File: src/rtl/clk_src_switch_ctrl_pkg.sv
// Package for the clock source switch controller.
// Holds the FSM state type and the clock source encodings shared by the
// controller, its interface users and any software-visible models.
package clk_ctrl_pkg;

  typedef enum logic [2:0] {
    IDLE,
    WAIT_LOCK,
    SWITCH,
    SETTLE,
    DONE
  } clk_sw_state_e;

  localparam logic CLK_SRC_REF = 1'b0;
  localparam logic CLK_SRC_PLL = 1'b1;

endpackage

File: src/rtl/clk_src_switch_ctrl_if.sv
// Request/response handshake bundle for the clock source switch controller.
//   req_valid_i  requester -> ctrl  switch request valid
//   req_sel_i    requester -> ctrl  requested source (0 = ref, 1 = PLL)
//   req_ready_o  ctrl -> requester  request accepted when valid && ready
//   rsp_valid_o  ctrl -> requester  one-cycle completion pulse
//   rsp_err_o    ctrl -> requester  qualifies rsp_valid_o; 1 = failed, sel is ref
interface clk_src_switch_ctrl_if;

  logic req_valid_i;
  logic req_sel_i;
  logic req_ready_o;
  logic rsp_valid_o;
  logic rsp_err_o;

  modport master (
    output req_valid_i,
    output req_sel_i,
    input  req_ready_o,
    input  rsp_valid_o,
    input  rsp_err_o
  );

  modport slave (
    input  req_valid_i,
    input  req_sel_i,
    output req_ready_o,
    output rsp_valid_o,
    output rsp_err_o
  );

endinterface

File: src/rtl/clk_src_switch_ctrl_bit_sync.sv
// Single-bit multi-flop synchroniser.
//   clk_i   destination clock
//   arst_i  asynchronous reset, active-high; chain resets to 0
//   d_i     asynchronous input
//   q_o     synchronised output, STAGES cycles of latency
module bit_sync #(
  parameter int unsigned STAGES = 2
) (
  input  logic clk_i,
  input  logic arst_i,
  input  logic d_i,
  output logic q_o
);

  logic [STAGES-1:0] sync_q;

  always_ff @(posedge clk_i or posedge arst_i) begin
    if (arst_i) begin
      sync_q <= '0;
    end else begin
      sync_q <= {sync_q[STAGES-2:0], d_i};
    end
  end

  assign q_o = sync_q[STAGES-1];

endmodule

File: src/rtl/clk_src_switch_ctrl.sv
// Clock source switch controller: sequences the select of the glitch-free
// 2:1 root clock mux (source 0 = reference oscillator, source 1 = PLL).
// Runs on the reference clock, qualifies PLL lock before selecting the PLL,
// holds every select change for a settle window and falls back to the
// reference on its own when lock is lost while the PLL is (being) selected.
//   clk_i           reference clock (free-running)
//   arst_i          asynchronous reset, active-high
//   req_if          request/response handshake (slave side)
//   pll_lock_i      PLL lock, asynchronous to clk_i
//   sel_o           clock mux select
//   busy_o          high in every state except IDLE
//   fallback_o      sticky lock-loss fallback flag
//   fallback_clr_i  clears fallback_o; a same-cycle fallback event wins
module clk_src_switch_ctrl
  import clk_ctrl_pkg::*;
#(
  parameter int unsigned LOCK_STABLE_CYCLES = 64,
  parameter int unsigned SETTLE_CYCLES      = 8,
  parameter int unsigned TIMEOUT_CYCLES     = 4096,
  parameter int unsigned SYNC_STAGES        = 2
) (
  input  logic                  clk_i,
  input  logic                  arst_i,
  clk_src_switch_ctrl_if.slave  req_if,
  input  logic                  pll_lock_i,
  output logic                  sel_o,
  output logic                  busy_o,
  output logic                  fallback_o,
  input  logic                  fallback_clr_i
);

  localparam int unsigned STABLE_W  = $clog2(LOCK_STABLE_CYCLES + 1);
  localparam int unsigned TIMEOUT_W = $clog2(TIMEOUT_CYCLES + 1);
  localparam int unsigned SETTLE_W  = $clog2(SETTLE_CYCLES + 1);

  localparam logic [STABLE_W-1:0]  STABLE_MAX  = STABLE_W'(LOCK_STABLE_CYCLES);
  localparam logic [TIMEOUT_W-1:0] TIMEOUT_MAX = TIMEOUT_W'(TIMEOUT_CYCLES);
  localparam logic [SETTLE_W-1:0]  SETTLE_LOAD = SETTLE_W'(SETTLE_CYCLES - 1);

  clk_sw_state_e        state_q,    state_d;
  logic                 sel_q,      sel_d;
  logic                 target_q,   target_d;
  logic                 err_q,      err_d;
  logic                 inflight_q, inflight_d;
  logic                 fallback_q, fallback_d;
  logic [STABLE_W-1:0]  stable_q,   stable_d;
  logic [TIMEOUT_W-1:0] timeout_q,  timeout_d;
  logic [SETTLE_W-1:0]  settle_q,   settle_d;

  logic                 lock_s;
  logic                 lock_lost;
  logic                 req_ready;
  logic                 accept;
  logic [STABLE_W-1:0]  stable_inc;
  logic [TIMEOUT_W-1:0] timeout_inc;

  bit_sync #(
    .STAGES (SYNC_STAGES)
  ) u_lock_sync (
    .clk_i  (clk_i),
    .arst_i (arst_i),
    .d_i    (pll_lock_i),
    .q_o    (lock_s)
  );

  // Saturating increments so the counters never wrap past their limit.
  assign stable_inc  = (stable_q  == STABLE_MAX)  ? stable_q  : stable_q  + 1'b1;
  assign timeout_inc = (timeout_q == TIMEOUT_MAX) ? timeout_q : timeout_q + 1'b1;

  // In SWITCH toward the PLL the mux has not moved yet, but the commit is
  // imminent, so a lost lock there is treated like a loss on the PLL.
  assign lock_lost = !lock_s &&
                     (((state_q == IDLE) && (sel_q == CLK_SRC_PLL)) ||
                      (((state_q == SWITCH) || (state_q == SETTLE)) &&
                       (target_q == CLK_SRC_PLL)));

  assign req_ready = (state_q == IDLE);
  // A fallback starting on the same edge drops the request even though
  // ready was visible to the requester.
  assign accept    = req_if.req_valid_i && req_ready && !lock_lost;

  always_ff @(posedge clk_i or posedge arst_i) begin
    if (arst_i) begin
      state_q    <= IDLE;
      sel_q      <= CLK_SRC_REF;
      target_q   <= CLK_SRC_REF;
      err_q      <= 1'b0;
      inflight_q <= 1'b0;
      fallback_q <= 1'b0;
      stable_q   <= '0;
      timeout_q  <= '0;
      settle_q   <= '0;
    end else begin
      state_q    <= state_d;
      sel_q      <= sel_d;
      target_q   <= target_d;
      err_q      <= err_d;
      inflight_q <= inflight_d;
      fallback_q <= fallback_d;
      stable_q   <= stable_d;
      timeout_q  <= timeout_d;
      settle_q   <= settle_d;
    end
  end

  always_comb begin
    state_d    = state_q;
    sel_d      = sel_q;
    target_d   = target_q;
    err_d      = err_q;
    inflight_d = inflight_q;
    fallback_d = fallback_q;
    stable_d   = stable_q;
    timeout_d  = timeout_q;
    settle_d   = settle_q;

    if (lock_lost) begin
      fallback_d = 1'b1;
    end else if (fallback_clr_i) begin
      fallback_d = 1'b0;
    end

    if (lock_lost) begin
      // Force the reference and re-run a full settle window. Retargeting
      // to the reference stops a persistently low lock from re-triggering.
      sel_d    = CLK_SRC_REF;
      target_d = CLK_SRC_REF;
      err_d    = err_q | inflight_q;
      settle_d = SETTLE_LOAD;
      state_d  = SETTLE;
    end else begin
      unique case (state_q)
        IDLE: begin
          if (accept) begin
            inflight_d = 1'b1;
            err_d      = 1'b0;
            target_d   = req_if.req_sel_i;
            if (req_if.req_sel_i == sel_q) begin
              state_d = DONE;
            end else if (req_if.req_sel_i == CLK_SRC_REF) begin
              state_d = SWITCH;
            end else begin
              stable_d  = '0;
              timeout_d = '0;
              state_d   = WAIT_LOCK;
            end
          end
        end

        WAIT_LOCK: begin
          stable_d  = lock_s ? stable_inc : '0;
          timeout_d = timeout_inc;
          // Lock qualification is checked first so it wins a tie.
          if (stable_d == STABLE_MAX) begin
            state_d = SWITCH;
          end else if (timeout_d == TIMEOUT_MAX) begin
            err_d   = 1'b1;
            state_d = DONE;
          end
        end

        SWITCH: begin
          sel_d    = target_q;
          settle_d = SETTLE_LOAD;
          state_d  = SETTLE;
        end

        SETTLE: begin
          if (settle_q == '0) begin
            // A fallback from IDLE has no requester to answer.
            state_d = inflight_q ? DONE : IDLE;
          end else begin
            settle_d = settle_q - 1'b1;
          end
        end

        DONE: begin
          inflight_d = 1'b0;
          state_d    = IDLE;
        end

        default: begin
          state_d = IDLE;
        end
      endcase
    end
  end

  assign req_if.req_ready_o = req_ready;
  assign req_if.rsp_valid_o = (state_q == DONE);
  assign req_if.rsp_err_o   = (state_q == DONE) && err_q;
  assign sel_o              = sel_q;
  assign busy_o             = (state_q != IDLE);
  assign fallback_o         = fallback_q;

endmodule
File: src/flat_wrapper.sv
// flat-port wrapper written by rule: the top's interface ports become plain ports
module clk_src_switch_ctrl_flat import clk_ctrl_pkg::*;
#(
  parameter int unsigned LOCK_STABLE_CYCLES = 64,
  parameter int unsigned SETTLE_CYCLES      = 8,
  parameter int unsigned TIMEOUT_CYCLES     = 4096,
  parameter int unsigned SYNC_STAGES        = 2
)
  (clk_i, arst_i, pll_lock_i, sel_o, busy_o, fallback_o, fallback_clr_i, req_if_req_valid_i, req_if_req_sel_i, req_if_req_ready_o, req_if_rsp_valid_o, req_if_rsp_err_o);
  clk_src_switch_ctrl_if req_if_i ();
  input  logic clk_i;
  input  logic arst_i;
  input  logic pll_lock_i;
  output logic sel_o;
  output logic busy_o;
  output logic fallback_o;
  input  logic fallback_clr_i;
  input wire logic [$bits(req_if_i.req_valid_i)-1:0] req_if_req_valid_i;
  input wire logic [$bits(req_if_i.req_sel_i)-1:0] req_if_req_sel_i;
  output wire logic [$bits(req_if_i.req_ready_o)-1:0] req_if_req_ready_o;
  output wire logic [$bits(req_if_i.rsp_valid_o)-1:0] req_if_rsp_valid_o;
  output wire logic [$bits(req_if_i.rsp_err_o)-1:0] req_if_rsp_err_o;
  assign req_if_i.req_valid_i = req_if_req_valid_i;
  assign req_if_i.req_sel_i = req_if_req_sel_i;
  assign req_if_req_ready_o = req_if_i.req_ready_o;
  assign req_if_rsp_valid_o = req_if_i.rsp_valid_o;
  assign req_if_rsp_err_o = req_if_i.rsp_err_o;
  clk_src_switch_ctrl #(.LOCK_STABLE_CYCLES(LOCK_STABLE_CYCLES), .SETTLE_CYCLES(SETTLE_CYCLES), .TIMEOUT_CYCLES(TIMEOUT_CYCLES), .SYNC_STAGES(SYNC_STAGES)) u_core (.clk_i(clk_i), .arst_i(arst_i), .req_if(req_if_i), .pll_lock_i(pll_lock_i), .sel_o(sel_o), .busy_o(busy_o), .fallback_o(fallback_o), .fallback_clr_i(fallback_clr_i));
endmodule
File: config.mk
export PLATFORM = sky130hd
export DESIGN_NAME = clk_src_switch_ctrl_flat
export DESIGN_NICKNAME = d
export VERILOG_FILES = /design/src/rtl/clk_src_switch_ctrl_pkg.sv /design/src/rtl/clk_src_switch_ctrl_if.sv /design/src/rtl/clk_src_switch_ctrl_bit_sync.sv /design/src/rtl/clk_src_switch_ctrl.sv /design/src/flat_wrapper.sv
export SDC_FILE = /design/constraint.sdc
export NUM_CORES = 1
export LEC_CHECK = 0
export ABC_AREA = 1
export CORE_MARGIN = 2
export CORE_UTILIZATION = 35
export CTS_BUF_LIST = sky130_fd_sc_hd__clkbuf_8 sky130_fd_sc_hd__clkbuf_16
export CTS_CLUSTER_DIAMETER = 30
export DETAILED_ROUTE_END_ITERATION = 6
export GPL_ROUTABILITY_DRIVEN = 0
export GPL_TIMING_DRIVEN = 0
export REMOVE_ABC_BUFFERS = 1
export SYNTH_ARGS = -nofsm -noshare
export SYNTH_HDL_FRONTEND = slang
export SYNTH_HIERARCHICAL = 1
export SYNTH_SLANG_ARGS = --single-unit
File: constraint.sdc
create_clock -name clk_i -period 1.8 [get_ports clk_i]
set_input_delay 0.18 -clock clk_i [delete_from_list [all_inputs] [get_ports clk_i]]
set_output_delay 0.18 -clock clk_i [all_outputs]
set_load 0.02 [all_outputs]
# Word-level counts from Yosys, hierarchy flattened

Cells that the tools add are included.

Output and inout port bits: 6
Memory bits (writable): 0
Logic and storage cells: 97
Bits in registers: 34
Memory bits (read-only): 0
Input bits: 6
Latch bits: 0
Memories: 0

Order comparisons: 0
$add $sub $neg: 3
Bitwise gates (word level): 2
Shift-type cells: 0
Reduce and logical (&&, ||, !) cells: 27
Eq/ne operators: 18
Div/mod/pow operators: 0
Mux-type cells: 37
$mul: 0

Operators by type and width:

| kind                    | count |
|---|---|
| $mux W13                | 4 |
| $mux W7                 | 5 |
| $eq A13 B13 Y1 const B  | 2 |
| $pmux W13 S2            | 1 |
| $mux W3                 | 7 |
| $eq A7 B7 Y1 const B    | 2 |
| $pmux W7 S2             | 1 |
| $add A13 B1 Y13 const B | 1 |
| $mux W1                 | 12 |
| $ne A3 B2 Y1 const B    | 4 |
| $pmux W3 S4             | 1 |
| $reduce_bool A2 Y1      | 6 |
| $reduce_bool A3 Y1      | 3 |
| $mux W4                 | 2 |
| $pmux W4 S2             | 1 |
| $add A7 B1 Y7 const B   | 1 |
| $eq A3 B2 Y1 const B    | 2 |
| $logic_and A1 B1 Y1     | 6 |
| $ne A2 B2 Y1 const B    | 3 |
| $reduce_and A3 Y1       | 2 |
| $reduce_and A5 Y1       | 1 |
| $logic_not A4 Y1        | 1 |
| $ne A4 B1 Y1 const B    | 1 |
| $pmux W1 S2             | 2 |
| 13 further kinds        | 16 |

# Longest topological paths before layout

Gate-level depths: netlist of the first run.

Word-level depth: 10
Gate-level depth with buffers: 15
Gate-level depth less buffers: 15

# Hierarchy

Netlist of the first run, hierarchy kept.

Modules (own cells, without submodules):

| module              | times used | sequential area each (sq um) | area each (sq um) | cells an instance |
|---|---|---|---|---|
| clk_src_switch_ctrl | 1          | 800.8                        | 2,270.9           | 318 |
| bit_sync            | 1          | 50.0                         | 53.8              | 3 |

# Worst setup path before layout of the first run

No wires, ideal clock.

Kind: reg-to-reg
Start: reg u_core.timeout_q[0]
End: reg u_core.state_q[0]
Data required time: 1.668 ns
Buffers on the path: 0
Clock period less this slack: 1.685 ns
Slack: 0.115 ns
Data arrival time: 1.553 ns
Library setup time: 0.132 ns
Stages on the path, launching flop included: 11
Path through: dfrtp_1 -> ha_1 -> nand3_1 -> xor2_1 -> nand3_1 -> nor2_2 -> inv_1 -> nor2_1 -> nand2_1 -> nand2_2 -> o211ai_1

Cells in the longest elaborated chain, start to end: 5
Elaborated cells between the ends (all ways): 6
Classes of those cells: add/sub: 1; eq/ne: 3; mux: 1; reduce/logical: 1

RTL lines:

| element                                           | RTL line                   | RTL |
|---|---|---|
| start, declared                                   | clk_src_switch_ctrl.sv:47  | `logic [TIMEOUT_W-1:0] timeout_q, timeout_d;` |
| start signal, assigned                            | clk_src_switch_ctrl.sv:101 | `timeout_q <= timeout_d;` |
| $add A13 B1 Y13 or $eq A13 B13 Y1 (tied branches) | clk_src_switch_ctrl.sv:68  | `assign timeout_inc = (timeout_q == TIMEOUT_MAX) ? timeout_q : timeout_q + 1'b1;` |
| $mux W13 *                                        | clk_src_switch_ctrl.sv:68  |  |
| $eq A13 B13 Y1 *                                  | clk_src_switch_ctrl.sv:156 | `end else if (timeout_d == TIMEOUT_MAX) begin` |
| $ne A4 B1 Y1 (no line) *                          | --                         |  |
| $reduce_and A3 Y1 (no line) *                     | --                         |  |
| end signal, assigned                              | clk_src_switch_ctrl.sv:94  | `state_q <= state_d;` |
| end, declared                                     | clk_src_switch_ctrl.sv:40  | `clk_sw_state_e state_q, state_d;` |

Mark *: on every way between the ends. The rest lies on a longest branch, timed or not.
A chain may end at the register's enable or synchronous reset.

# Final worst setup path of the first run

Start: reg u_core.timeout_q[0]
End: reg u_core.err_q

Cells in the longest elaborated chain, start to end: 5
Elaborated cells between the ends (all ways): 6
Classes of those cells: add/sub: 1; eq/ne: 3; mux: 1; reduce/logical: 1

RTL lines:

| element                                           | RTL line                   | RTL |
|---|---|---|
| $add A13 B1 Y13 or $eq A13 B13 Y1 (tied branches) | clk_src_switch_ctrl.sv:68  |  |
| $mux W13 *                                        | clk_src_switch_ctrl.sv:68  |  |
| $eq A13 B13 Y1 *                                  | clk_src_switch_ctrl.sv:156 |  |
| $ne A3 B1 Y1 (no line) *                          | --                         |  |
| $reduce_and A4 Y1 (no line) *                     | --                         |  |
| end signal, assigned                              | clk_src_switch_ctrl.sv:97  | `err_q <= err_d;` |
| end, declared                                     | clk_src_switch_ctrl.sv:43  | `logic err_q, err_d;` |

Marks and branches as above.

==> run metrics, run 1 <==
ys flop type=dfrtp_1; post-synth top area cell=dfrtp_1; syn_area_per_cell=7.24 µm²; clk root buf=clkbuf_8; CP arrival=2.00 ns; share of layout cells above drive strength 1=0.321; min Tclk post-route=1.78 ns; Overflow after GRT=0; unrepaired setup endpoints after global routing=true; DR iter-0 viols=141; Critical Path Sink Type=flop; final setup vio count=0; Yosys top cell area share=0.366; flop2flop setup slack=0.02 ns; DRC=0; delay of the slowest critical-path stage=0.44 ns; I/O pins=12; Post-synth EDFFs=0; Post-Syn Instances=321; diode count=0; status=complete, no violations; f_max=562 MHz; Post-Route WL=5840 µm; register bit total from synthesis=34; final cycle utilization of the critical path=0.989; Layout Utilization=0.485; die area=7310 µm²; Worst IR Drop VDD=0.962 mV; gr usage total=0.159; NumNets Final=370; Mapped Area=2320 µm²; Slew headroom=0.571; clk_lat worst skew=0.29 ns; CTS buffer count=5; clk_skew=0.00725 ns; Post-DRT Antenna Nets=0; Slew Viols, Final=0; I/O Buffers=11; Synth cell types=30; first-pass GRT wire length=9430 µm; CP cell instances=inv_2, ha_4, nand2_2, inv_2, nand2_2, nor2_4, nand2_1, nand2_1, nand2_1, nor2_1, nand3_1, nor2_1, nand2_1, a21oi_1; area delta synth->final=33.3%; clock sink count=34; routed len/inst=13.4 µm; Ys Warns=6; sequential area share after synthesis=0.366; Synth async-reset ratio=1.00; CTS tree=built; row count=29; CP delay by family, top=simple AND/OR/NAND/NOR gates; HP Class=input pin to async pin; CP most frequent cell=nand2_1; Hold-fix buffers, CTS=0; clk slew on worst S/H paths=0.07 ns; crit-path max FO=3; Initial Utilization=0.364; Fin Hold WS=0.0623 ns; Final Hold Fails=0; die height=85.5 µm; crit path kind=flop to flop; Critical Path RT=2.02 ns; Placed Area=2490 µm²; top cells by area, synth=dfrtp_1 37%, nand2_1 11%, inv_1 7.9%, nand3_1 7.8%, nor2_1 4.5%; Via density=5.15; commonest cells after routing, fill and taps aside=55 x nand2_1, 42 x inv_1, 30 x nand3_1; CTS H-tree lvls=2; worst slew pin tran=0.639 ns; vias in the first global route=2057; Longest Clk Path Bufs=2; P_leak=0.00138 µW; Die W=85.5 µm; WP buf/inv=2; type of origin of the critical path=flop; largest net degree at the start of global routing=33; DP HPWL=3830 µm; commonest non-fill, non-tap cell in the layout=nand2_1; first-pass iteration count of the detailed router=4; initial antenna violation count=0; Core Box Area=6390 µm²; via count=2239; slowest CP cell=dfrtp_2; Final Cell Area=3100 µm²; max-cap violation count=0; Power Density=1770 nW/µm²
==> worst paths after layout <==
check,start,end,depth (start not counted)
min reg2reg,u_core/u_lock_sync/sync_q[0]$_DFF_PP0_,u_core/u_lock_sync/sync_q[1]$_DFF_PP0_,0
min,arst_i,u_core/u_lock_sync/sync_q[0]$_DFF_PP0_,2
max reg2reg,u_core/timeout_q[0]$_DFFE_PP0P_,u_core/err_q$_DFFE_PP0P_,14
max,u_core/timeout_q[0]$_DFFE_PP0P_,u_core/err_q$_DFFE_PP0P_,14
min in group clk_i,pll_lock_i,u_core/u_lock_sync/sync_q[0]$_DFF_PP0_,1
max in group asynchronous,arst_i,u_core/timeout_q[1]$_DFFE_PP0P_,3
==> cells in the mapped netlist (3+ instances only) <==
library cell  count
a21oi_1           6
inv_1            49
nor2_2           13
o22ai_1          15
nor2_1           28
nand3_1          36
xor2_1            8
nand2_2           9
buf_4             3
inv_2             5
nor3_1            3
ha_1              7
dfrtp_1          34
nand4_1           6
nand2_1          67
o21ai_1           8
o21ai_0           7
==> state kept, by name, summed over array words and instances (netlist names) <==
register and cells:
u_core/timeout_q 13, u_core/stable_q 7, u_core/settle_q 4, u_core/state_q 3, u_core/u_lock_sync/sync_q 2, u_core/err_q 1
u_core/fallback_o 1, u_core/inflight_q 1, u_core/sel_o 1, u_core/target_q 1
==> layout make-up <==
type                       instances  area, µm²
clock buffer                       5       68.8
multi-input combinational        226       1480
timing repair buffer              36        347
clock inverter                     3       37.5
inverter                          54        209
tap                               77       96.3
sequential                        34        860
fill                             617       3290
==> cells by family after synthesis <==
logic type	after synthesis	synth area share
flops	34	0.366
fa+ha+maj	7	0.0377
simple gates	165	0.326
compound gates	45	0.122
buf+inv	61	0.111
xor+xnor	9	0.0371
==> metrics by stage <==
step | instances | worst slack [ns] | total power [µW] | TNS, ns
2_1_floorplan | 314 | -0.315 | 3130 | -6.00
3_3_place_gp | 402 | -1.09 | 3720 | -21.06
3_5_place_dp | 403 | -0.281 | 3840 | -3.40
4_1_cts | 419 | 0.00317 | 4760 | 0
5_1_grt | 435 | -0.0810 | 5960 | -0.207
6_report | 435 | 0.0204 | 5480 | 0
==> power breakdown <==
| part | total [µW] | internal [µW] | switching, µW | leakage, µW |
|---|---|---|---|---|
| registers | 1450 | 1070 | 382 | 0.000423 |
| logic | 3340 | 1370 | 1970 | 0.000900 |
| clock network | 693 | 403 | 290 | 0.0000607 |
| total | 5480 | 2850 | 2640 | 0.00138 |
==> layer usage <==
metal,global-route usage,up-vias,share of wire,wire (µm)
met5,0,-,0,0
met1,0.222,1075,0.48,2790
met3,0.0298,7,0.033,190
li1,-,1121,-,-
met2,0.248,36,0.48,2780
met4,0.0577,0,0.012,72
==> repair_timing <==
action | CTS | global route
buffers inserted | 8 | 15
endpoints found under the setup margin | 24 | 22
pin swaps | 1 | 32
gates resized for setup | 18 | 58
Note: power is estimated with default switching activity, not from simulation.
==> inputs of run 2 (changes only) <==
--- a/config.mk
+++ b/config.mk
@@ -9,7 +9,6 @@
 export CORE_MARGIN = 2
 export CORE_UTILIZATION = 35
 export CTS_BUF_LIST = sky130_fd_sc_hd__clkbuf_8 sky130_fd_sc_hd__clkbuf_16
-export CTS_CLUSTER_DIAMETER = 30
 export DETAILED_ROUTE_END_ITERATION = 6
 export GPL_ROUTABILITY_DRIVEN = 0
 export GPL_TIMING_DRIVEN = 0
==> results of run 2 <==
No change in the layout: final DEF, timing and power equal those of run 1.
==> inputs of run 3 (changes only) <==
--- a/config.mk
+++ b/config.mk
@@ -7,11 +7,12 @@
 export LEC_CHECK = 0
 export ABC_AREA = 1
 export CORE_MARGIN = 2
-export CORE_UTILIZATION = 35
+export CORE_UTILIZATION = 54
 export CTS_BUF_LIST = sky130_fd_sc_hd__clkbuf_8 sky130_fd_sc_hd__clkbuf_16
 export DETAILED_ROUTE_END_ITERATION = 6
 export GPL_ROUTABILITY_DRIVEN = 0
 export GPL_TIMING_DRIVEN = 0
+export PLACE_DENSITY = 0.76
 export REMOVE_ABC_BUFFERS = 1
 export SYNTH_ARGS = -nofsm -noshare
 export SYNTH_HDL_FRONTEND = slang
==> run 3 against run 2 <==
Highest routed layer unchanged. Wire length grew 4.2%. The flow now finishes with violations (negative setup slack). Critical path type unchanged. Clock skew grew 0.0016 ns. Cell area shrank 4.0%. Final cell count shrank 6.9%.
==> run metrics, run 3 (synthesis gave the netlist of run 1 again) <==
flop2flop setup slack=-0.07 ns (-0.09 ns); gr usage total=0.230 (+0.0702); Critical Path Sink Type=flop; Final Hold Fails=0 (unchanged); routed len/inst=15.0 µm (+12%); Post-Route WL=6080 µm (+4.2%); clk root buf=clkbuf_8; Via density=5.72 (+11%); Top Registers=u_core/timeout_q x13, u_core/stable_q x7, u_core/settle_q x4; worst setup path start=u_core/timeout_q[1]$_DFFE_PP0P_; Critical Path RT=2.04 ns (+0.02 ns); DR iter-0 viols=161 (+14%); Reg with most FFs=u_core/timeout_q; Worst IR Drop VDD=1.03 mV (+6.8%); I/O Buffers=11 (unchanged); commonest cells after routing, fill and taps aside=55 x nand2_1, 41 x inv_1, 28 x nand3_1; CTS tree=built; via count=2315 (+3.4%); cell depth of the worst flop-to-flop path=13 (-1); final setup vio count=4 (+4); first-pass iteration count of the detailed router=4 (unchanged); clk slew on worst S/H paths=0.08 ns (about the same); clk_skew=0.00889 ns (+0.00165 ns); PnR worst setup slack=-0.0701 ns (-0.0905 ns); row count=23 (-21%); Overflow after GRT=0 (unchanged); die height=69.6 µm (-19%); clock share of power=0.113 (-0.013); worst slew pin tran=0.678 ns (+0.0393 ns); max-cap violation count=0 (unchanged); Pint=2710 µW (-4.7%); Sw Ratio=0.500 (+0.0184); Slew Viols, Final=0 (unchanged); Comb pwr share=0.619 (+0.011); f_max=535 MHz (-4.8%); min Tclk post-route=1.87 ns (+0.0905 ns); HP Class=input pin to async pin; CTS H-tree lvls=2 (unchanged); setup TNS=-0.233 ns (-0.233 ns); max reg flops=13 (unchanged); final cycle utilization of the critical path=1.04 (+0.0503); area delta synth->final=28.0%; Flop pwr share=0.268 (+0.003); status=complete, but fails checks; Fin Hold WS=0.0929 ns (+0.0306 ns); Final Non-Filler Cells=405 (-6.9%); initial antenna violation count=0 (unchanged); DP HPWL=3730 µm (-2.4%); commonest non-fill, non-tap cell in the layout=nand2_1; diode count=0 (unchanged); share of layout cells above drive strength 1=0.332 (+0.0112); vias in the first global route=2060 (+0.15%); Post-DRT Antenna Nets=0 (unchanged); Net Switching=2710 µW (+2.6%); placed cells=376 (-6.7%); type of origin of the critical path=flop; Die W=69.6 µm (-19%); Slew headroom=0.547 (-0.0236); Initial Utilization=0.573 (+0.209); DRC=0 (unchanged); largest net degree at the start of global routing=33 (unchanged); Hold-fix buffers, CTS=0 (unchanged); crit-path max FO=5 (+2); NumNets Final=367 (-0.81%); failing checks=negative setup slack; CTS buffer count=5 (unchanged); crit path kind=flop to flop; clk_lat worst skew=0.30 ns (about the same); I/O pins=12 (unchanged); RR Endpoint=u_core/state_q[2]$_DFFE_PP0P_; first-pass GRT wire length=8980 µm (-4.8%); die area=4850 µm² (-34%); P_leak=0.00136 µW (-1.5%); Critical Path Sink=u_core/state_q[2]$_DFFE_PP0P_; Power Density=1820 nW/µm² (+2.9%); unrepaired setup endpoints after global routing=true; clock sink count=34 (unchanged); Longest Clk Path Bufs=2 (unchanged); CP arrival=2.11 ns (+0.11 ns); Core Box Area=4060 µm² (-36%); worst flop-to-flop path startpoint=u_core/timeout_q[1]$_DFFE_PP0P_
## run 3: stage by stage
stage               total power, µW  instance area (µm²)  utilization  setup slack, ns
floorplan                      3130                 2270            -           -0.315
global placement               3680                 2440        0.602            -1.03
detailed placement             3840                 2460        0.607           -0.199
CTS                            4720                 2670        0.658          0.00944
global route                   5790                 2980        0.733           -0.134
finish                         5420                 2980        0.733          -0.0701
## run 3: what timing repair did
action	CTS	global route
endpoints found under the setup margin	22	25
pin swaps	8	30
hold endpoints to repair	0	0
resized for setup	19	59
setup buffers	8	14
## run 3: worst min path at each step
stage | slack (ns) | end | startpoint | cells past startpoint
finish | 0.09 | u_core/u_lock_sync/sync_q[0]$_DFF_PP0_ | arst_i | 2
global route | 0.11 | u_core/u_lock_sync/sync_q[0]$_DFF_PP0_ | arst_i | 2
CTS | 0.07 | u_core/u_lock_sync/sync_q[1]$_DFF_PP0_ | arst_i | 2
detailed placement | 0.37 | u_core/u_lock_sync/sync_q[1]$_DFF_PP0_ | u_core/u_lock_sync/sync_q[0]$_DFF_PP0_ | 0
global placement | 0.33 | u_core/u_lock_sync/sync_q[1]$_DFF_PP0_ | u_core/u_lock_sync/sync_q[0]$_DFF_PP0_ | 0
floorplan | -0.08 | u_core/u_lock_sync/sync_q[0]$_DFF_PP0_ | arst_i | 1
## run 3: routing by layer
metal  track usage  wire, µm  part of all wire
met4        0.0940       110             0.018
met1         0.296      2560              0.42
met2         0.373      3070              0.51
met5             0         0                 0
met3        0.0523       337             0.055
## run 3: power groups by stage
stage | Combinational [µW] | Sequential, µW | Clock (µW)
floorplan | 1770 | 1360 | 0
global placement | 2270 | 1410 | 0
detailed placement | 2420 | 1420 | 0
CTS | 2700 | 1400 | 621
global route | 3670 | 1480 | 654
finish | 3360 | 1450 | 613
## run 3: cell type report
class | count | area (µm²)
multi-input combinational | 226 | 1460
fill | 275 | 1080
sequential | 34 | 860
timing repair buffer | 33 | 287
inverter | 54 | 209
clock buffer | 6 | 82.6
tap | 50 | 62.6
clock inverter | 2 | 12.5
## run 3: critical path, cell delays in order (launching register included)
cell	delay [ns]
dfrtp_2	0.42
buf_6	0.12
ha_4	0.18
nand2_4	0.07
nor2_4	0.13
nand2_2	0.08
xor2_2	0.17
nor2_2	0.16
nand2_1	0.09
nor2_2	0.08
nand2_1	0.07
nand2_2	0.10
nand2_2	0.06
nor2_2	0.09
